File: config.mk
export PLATFORM = sky130hd
export DESIGN_NAME = fifo_uart_streamer
export DESIGN_NICKNAME = d
export VERILOG_FILES = /design/src/rtl/fifo_uart_streamer_pkg.sv /design/src/rtl/fifo_uart_streamer_tx.sv /design/src/rtl/fifo_uart_streamer.sv
export SDC_FILE = /design/constraint.sdc
export NUM_CORES = 1
export LEC_CHECK = 0
export BUFFER_PORTS_ARGS = -buffer_cell sky130_fd_sc_hd__buf_2
export CAP_MARGIN = 20
export CORE_MARGIN = 2
export CORE_UTILIZATION = 58
export CTS_CLUSTER_SIZE = 24
export DETAILED_ROUTE_END_ITERATION = 16
export MAX_ROUTING_LAYER = met4
export PLACE_DENSITY = 0.78
export SYNTH_ARGS = -nofsm -noshare
export SYNTH_HDL_FRONTEND = slang
export SYNTH_SLANG_ARGS = --single-unit
File: constraint.sdc
create_clock -name i_clk -period 2.6 [get_ports i_clk]
set_input_delay 0.26 -clock i_clk [delete_from_list [all_inputs] [get_ports i_clk]]
set_output_delay 0.26 -clock i_clk [all_outputs]
set_load 0.01 [all_outputs]
File: src/rtl/fifo_uart_streamer_pkg.sv
// Shared definitions for the FIFO-to-UART word streamer.
// State encodings and the default frame header byte.
package fifo_uart_streamer_pkg;

   localparam logic [1:0] ST_IDLE  = 2'd0;
   localparam logic [1:0] ST_FETCH = 2'd1;
   localparam logic [1:0] ST_WAIT  = 2'd2;
   localparam logic [1:0] ST_SEND  = 2'd3;

   localparam logic [7:0] SYNC_BYTE_DEF = 8'hA5;

   typedef enum logic [1:0] {
      S_IDLE  = ST_IDLE,
      S_FETCH = ST_FETCH,
      S_WAIT  = ST_WAIT,
      S_SEND  = ST_SEND
   } state_e;

endpackage

File: src/rtl/fifo_uart_streamer_tx.sv
// UART 8N1 byte transmitter; o_done pulses in the last stop-bit cycle.
// A start request in that same cycle chains the next byte with no gap.
module uart_tx_byte #(
   parameter int CLKS_PER_BIT = 434
) (
   input  logic       i_clk,
   input  logic       i_rst,
   input  logic       i_start,
   input  logic [7:0] i_byte,
   output logic       o_tx,
   output logic       o_done
);

   localparam int CW = (CLKS_PER_BIT > 1) ? $clog2(CLKS_PER_BIT) : 1;
   localparam logic [CW-1:0] LAST = CW'(CLKS_PER_BIT - 1);

   logic          busy_q, busy_d;
   logic [CW-1:0] cnt_q, cnt_d;
   logic [3:0]    bit_q, bit_d;
   logic [8:0]    sh_q, sh_d;
   logic          tx_q, tx_d;
   logic          tick;

   always_comb begin
      tick   = busy_q && (cnt_q == LAST);
      o_done = tick && (bit_q == 4'd9);
      busy_d = busy_q;
      cnt_d  = cnt_q;
      bit_d  = bit_q;
      sh_d   = sh_q;
      tx_d   = tx_q;
      if (busy_q && !tick) begin
         cnt_d = cnt_q + 1'b1;
      end
      if (tick && !o_done) begin
         cnt_d = '0;
         bit_d = bit_q + 4'd1;
         tx_d  = sh_q[0];
         sh_d  = {1'b1, sh_q[8:1]};
      end
      if (o_done) begin
         busy_d = 1'b0;
         tx_d   = 1'b1;
      end
      // bit 0 is the start bit, 1..8 data, 9 stop
      if (i_start && (!busy_q || o_done)) begin
         busy_d = 1'b1;
         cnt_d  = '0;
         bit_d  = '0;
         tx_d   = 1'b0;
         sh_d   = {1'b1, i_byte};
      end
   end

   always_ff @(posedge i_clk or posedge i_rst) begin
      if (i_rst) begin
         busy_q <= 1'b0;
         cnt_q  <= '0;
         bit_q  <= '0;
         sh_q   <= '1;
         tx_q   <= 1'b1;
      end else begin
         busy_q <= busy_d;
         cnt_q  <= cnt_d;
         bit_q  <= bit_d;
         sh_q   <= sh_d;
         tx_q   <= tx_d;
      end
   end

   assign o_tx = tx_q;

endmodule

File: src/rtl/fifo_uart_streamer.sv
// Drains 32-bit FIFO words and sends each as a 5-byte UART frame:
// sync byte, then the word MSB byte first.
module fifo_uart_streamer
   import fifo_uart_streamer_pkg::*;
#(
   parameter int          CLKS_PER_BIT = 434,
   parameter logic [7:0]  SYNC_BYTE    = SYNC_BYTE_DEF,
   parameter int          RD_LATENCY   = 1
) (
   input  logic        i_clk,
   input  logic        i_rst,
   input  logic        i_enable,
   input  logic        i_available,
   input  logic [31:0] i_data,
   output logic        o_rdreq,
   output logic        o_tx,
   output logic        o_busy,
   output logic [15:0] o_word_count
);

   localparam logic [1:0] LAT_LAST = 2'(RD_LATENCY - 1);

   state_e      state_q, state_d;
   logic [1:0]  lat_q, lat_d;
   logic [31:0] word_q, word_d;
   logic [2:0]  idx_q, idx_d;
   logic        launch_q, launch_d;
   logic [15:0] wcnt_q, wcnt_d;
   logic        start;
   logic [7:0]  tx_byte;
   logic        byte_done;

   always_comb begin
      state_d  = state_q;
      lat_d    = lat_q;
      word_d   = word_q;
      idx_d    = idx_q;
      launch_d = launch_q;
      wcnt_d   = wcnt_q;
      o_rdreq  = 1'b0;
      start    = 1'b0;
      tx_byte  = SYNC_BYTE;
      unique case (state_q)
         S_IDLE: begin
            if (i_enable && i_available && !i_rst) begin
               o_rdreq = 1'b1;
               lat_d   = '0;
               state_d = S_FETCH;
            end
         end
         S_FETCH, S_WAIT: begin
            if (lat_q == LAT_LAST) begin
               word_d   = i_data;
               idx_d    = '0;
               launch_d = 1'b1;
               state_d  = S_SEND;
            end else begin
               lat_d   = lat_q + 2'd1;
               state_d = S_WAIT;
            end
         end
         S_SEND: begin
            // idx_q is the byte in flight; data bytes shift out of word_q
            if (launch_q) begin
               start    = 1'b1;
               launch_d = 1'b0;
            end else if (byte_done) begin
               if (idx_q == 3'd4) begin
                  wcnt_d  = wcnt_q + 16'd1;
                  state_d = S_IDLE;
               end else begin
                  start   = 1'b1;
                  tx_byte = word_q[31:24];
                  word_d  = {word_q[23:0], 8'h00};
                  idx_d   = idx_q + 3'd1;
               end
            end
         end
      endcase
      o_busy = o_rdreq || (state_q != S_IDLE);
   end

   always_ff @(posedge i_clk or posedge i_rst) begin
      if (i_rst) begin
         state_q  <= S_IDLE;
         lat_q    <= '0;
         word_q   <= '0;
         idx_q    <= '0;
         launch_q <= 1'b0;
         wcnt_q   <= '0;
      end else begin
         state_q  <= state_d;
         lat_q    <= lat_d;
         word_q   <= word_d;
         idx_q    <= idx_d;
         launch_q <= launch_d;
         wcnt_q   <= wcnt_d;
      end
   end

   uart_tx_byte #(
      .CLKS_PER_BIT(CLKS_PER_BIT)
   ) u_tx (
      .i_clk  (i_clk),
      .i_rst  (i_rst),
      .i_start(start),
      .i_byte (tx_byte),
      .o_tx   (o_tx),
      .o_done (byte_done)
   );

   assign o_word_count = wcnt_q;

endmodule
# Word level (Yosys, flattened, before mapping)
# Index checks and enable logic that the tools add are counted.
# totals
wordCells	101
out_inout_bits	19
in_bits	36
reg_bits	80
# op_classes
n_addsub	5
reduce_logical	28
eq_ne	13
bitwise	1
muxes	43
# op_table
cell	count
32-bit 2-to-1 mux	4
32-bit one-hot mux with 2 select lines	1
9-bit 2-to-1 mux	5
8-bit 2-to-1 mux	4
16-bit by 1-bit adder with 16-bit output (second input constant)	1
2-bit != test (second input constant)	7
1-bit 2-to-1 mux	13
2-bit 2-to-1 mux	6
3-bit 2-to-1 mux	4
2-bit nonzero test	5
9-bit by 1-bit adder with 9-bit output (second input constant)	1
9-bit equality test (second input constant)	1
4-bit 2-to-1 mux	2
4-bit AND reduction	2
1-bit logical AND	7
2-bit one-hot mux with 3 select lines	1
3-bit one-hot mux with 2 select lines	1
3-bit nonzero test	2
5-bit AND reduction	1
4-bit by 1-bit adder with 4-bit output (second input constant)	1
2-bit equality test (second input constant)	2
4-bit equality test (second input constant)	1
1-bit logical NOT	4
2-bit logical NOT	2
other kinds (11)	12

# Logic depth before layout (Yosys ltp)
# logic_depth
ltp_word	8
mapped_depth	8
depth_no_buf	6

# Hierarchy
# A second synthesis with hierarchy kept.
# unflattened
cells_unflattened	382
area_unflattened_um2	4040.1
# by_module_without_submodules
module	area_each_um2	cells_per_inst	seq_area_each_um2	n_inst
fifo_uart_streamer	2773.9	266	1401.3	1
uart_tx_byte	1266.2	116	586.8	1

# Worst setup path before layout
# OpenSTA, ideal clock, no wires.
# synth_path
kind	flip-flop to flip-flop
from	reg state_q[0]
to	reg word_q[18]
stages_incl_launch_ff	9
n_path_buf	2
t_arrival_ps	1739
required_ps	2459
synth_period_minus_slack_ps	1880
setup_ps	141
path_slack_ps	720
cell_sequence	dfrtp_1 -> inv_1 -> ha_1 -> buf_2 -> mux2i_4 -> clkbuf_1 -> nor3b_1 -> a21oi_1 -> o311ai_1
# synth_between
elab_chain_cells	4
word_cells_on_any_way	11
cone_classes	eq/ne (7); mux (1); reduce/logical (3)
# synth_rtl
item	line_no	text
start: declaration	fifo_uart_streamer.sv:23	state_e state_q, state_d;
start signal: assignment	fifo_uart_streamer.sv:92	state_q <= state_d;
2-bit by 1-bit equality test with 1-bit output or 2-bit equality test (tied branches)	fifo_uart_streamer.sv:43	unique case (state_q)
2-bit OR reduction	fifo_uart_streamer.sv:43	
2-bit != test (no line) or 2-bit nonzero test (tied branches)	--	
5-bit AND reduction (no line)	--	
end signal: assignment	fifo_uart_streamer.sv:94	word_q <= word_d;
end: declaration	fifo_uart_streamer.sv:25	logic [31:0] word_q, word_d;
# Several ways; a longest one is shown, not always the timed one.
# A chain may end at the register's enable or synchronous reset.

# Final worst setup path
# layout_path
from	reg state_q[0]
to	reg word_q[23]
# Same word-level chain as after synthesis.

==> metrics.txt <==
Crit. End Element flop; Reg clk slew, reported paths 0.09 ns; Total Power 2.21 mW; Peak supply drop 0.221 mV; post-route ant nets 0; htree depth 3; Via Count 3,743; drt wl/cell 17.3 microns; flop-to-flop setup slack 0.30 ns; Fin Setup TNS 0 ns; HP Class input pin to flop; fmax 435 MHz; syn_nets 492; Total Routing Usage GR 0.265; CTS Buffer Depth 2; Syn Area/Cell 10.0 sq um; Worst path max stage delay 0.80 ns; PortBufs 54; Final Net Count 538; Final min period 2.30 ns; worst path buffer plus inverter count 1; ys async rst share 1.00; mapped cell area 4470 sq um; EDFF count, synth 0; CTS Root Cell clkbuf_8; Layout Area Growth over Synthesis 11.9%; first-pass GRT wire length 17.5 mm; R2R cell count 6; RSZ-0062 raised after global routing false; Yosys Warn Count 0; Iter 0 DRT Violations 197; cell count after placement 582; Pleak 2.12 nW; CP Cell Sequence inv_1 -> ha_1 -> mux2i_4 -> nor2_1 -> a22oi_1 -> o211ai_1; Post-Route Skew 0.0123 ns; largest cells by area after synthesis dfrtp_1 39%, dfstp_2 5.3%, o211ai_1 4.4%, nand4_1 3.9%, a22oi_1 3.9%; largest net degree at the start of global routing 58; core area 7610 sq um; sequential-to-total area share from yosys stat 0.445; DP HPWL 7.14 mm; Worst path slowest cell nor2_1; GPL Wtd Cong 0.791; Slew Limit Fails 0; Avg Vias per Cell 6.25; status finished clean; period utilisation layout 0.883; hold_ws 0.139 ns; Cells after Synth 446; max_cap viols 0; Seq cells post-synth 79; total CTS buffers 9; total clock sinks 79; cell family with the largest share of critical-path delay simple AND/OR/NAND/NOR gates; Max FO, Critical Path 15; CP Launch Type flop; clock latency on the worst-skew pair 0.36 ns; row cnt 32; CTS tree built; Ports 55; DRC 0; most frequent cells in the layout 70 x dfrtp_1, 54 x buf_2, 36 x nand2_1, 28 x nand4_1, 26 x o211ai_1; Routed WL 10.4 mm; vias in the first global route 3,638; initial antenna violation count 0; Arrival @ worst endpoint 2.57 ns; total stage count of the critical path 6; die height 91.8 microns; crit path kind flop to flop; GRT overflow 0; # setup viols final 0; die width 91.8 microns; Post-synth top flop dfrtp_1; Max-slew headroom 0.326; Synth area leader dfrtp_1; Unique masters post-synth 60; PwrDens 443 nW/um^2; post_cts resized 0; leading cell type in the layout, fill and taps excluded dfrtp_1; CP required 2.87 ns; Pre-antenna DRT Iters 5; Initial Util 0.587; WHS Path Cells 3; fraction of layout cells with a size suffix above 1 0.219; area share of the leading cell type in the synthesized netlist 0.392; Non-Filler Instances 599; final hold vios 0; die area 8420 sq um; n_diodes 0; Slew @ Worst Pin 1.01 ns
==> worst register-to-register path, stage by stage, from the launching register on <==
cell and delay, ns:
dfrtp_1 0.37, inv_1 0.05, ha_1 0.34, mux2i_4 0.28, nor2_1 0.81, a22oi_1 0.19
o211ai_1 0.17
==> cells in the mapped netlist (all sizes together), types with 2 or more instances <==
cell type	n
dfrtp	70
nand2	37
nand4	29
o211ai	26
a22oi	23
nor2	20
a21oi	18
inv	18
o21ai	18
buf	17
nand3	16
xor2	15
clkbuf	14
nor3	12
nor3b	12
ha	10
o311ai	10
dfstp	9
a22o	8
xnor2	8
nor4	6
mux2i	5
or3	5
mux2	4
o22a	4
and3	3
nand3b	3
nor2b	3
o22ai	3
o2bb2ai	3
a211oi	2
a31oi	2
and2	2
and4	2
==> metrics by stage <==
stage | worst slack [ns] | area (sq um) | util
detailed placement | 0.327 | 4810 | 0.632
finish | 0.304 | 5000 | 0.657
global placement | 0.402 | 4810 | 0.632
CTS | 0.306 | 5000 | 0.657
floorplan | 0.332 | 4470 | -
global route | 0.0849 | 5000 | 0.657
==> per-layer routing <==
| metal | vias to the layer above | GRT usage | part of all wire |
|---|---|---|---|
| met4 | 0 | 0.109 | 0.023 |
| met1 | 1840 | 0.345 | 0.44 |
| li1 | 1778 | - | - |
| met5 | - | - | 0 |
| met2 | 102 | 0.421 | 0.50 |
| met3 | 23 | 0.0386 | 0.039 |
==> path summary, 6_finish.rpt <==
kind | start | to
worst max-delay path | state_q[0] | word_q[23]
worst min-delay path | i_data[25] | word_q[25]
worst max register to register | state_q[0] | word_q[23]
worst min register to register | o_word_count[15] | o_word_count[15]
max in group asynchronous | i_rst | u_tx.sh_q[6]
min in group asynchronous | i_rst | lat_q[1]
==> state kept, by name, summed over array words and instances, names as in the netlist <==
signal,count
idx_q,3
lat_q,2
launch_q,1
o_word_count,16
state_q,2
u_tx.bit_q,4
u_tx.busy_q,1
u_tx.cnt_q,9
u_tx.o_tx,1
u_tx.sh_q,8
word_q,32
==> area by class of cell <==
| class | instances | area [sq um] |
|---|---|---|
| Clock inverter | 7 | 56.3 |
| Inverter | 18 | 67.6 |
| Timing Repair Buffer | 66 | 388 |
| Sequential cell | 79 | 1990 |
| Clock buffer | 9 | 124 |
| Multi-Input combinational cell | 318 | 2250 |
| Tap cell | 102 | 128 |
| Fill cell | 615 | 2610 |
==> what timing repair did <==
| action | in CTS | in global routing |
|---|---|---|
| hold buffers | 1 | 0 |
| hold endpoints to repair | 23 | 0 |
| buffers inserted | 0 | 0 |
==> cells by family after synthesis <==
kind of cell / Yosys count / synth area share
flip-flops: 79 / 0.445
XOR/XNOR: 23 / 0.0451
adder cells (fa/ha/maj): 10 / 0.0280
AO/OA/AOI/OAI: 121 / 0.193
multiplexers: 9 / 0.0241
AND/OR/NAND/NOR: 155 / 0.212
buffers and inverters: 49 / 0.0526
==> where the power goes <==
group | internal, mW | total, mW | switching, mW
sequential | 1.25 | 1.28 | 0.0227
clock | 0.356 | 0.848 | 0.492
combinational | 0.0417 | 0.0903 | 0.0486
(Power assumes the default switching activity.)
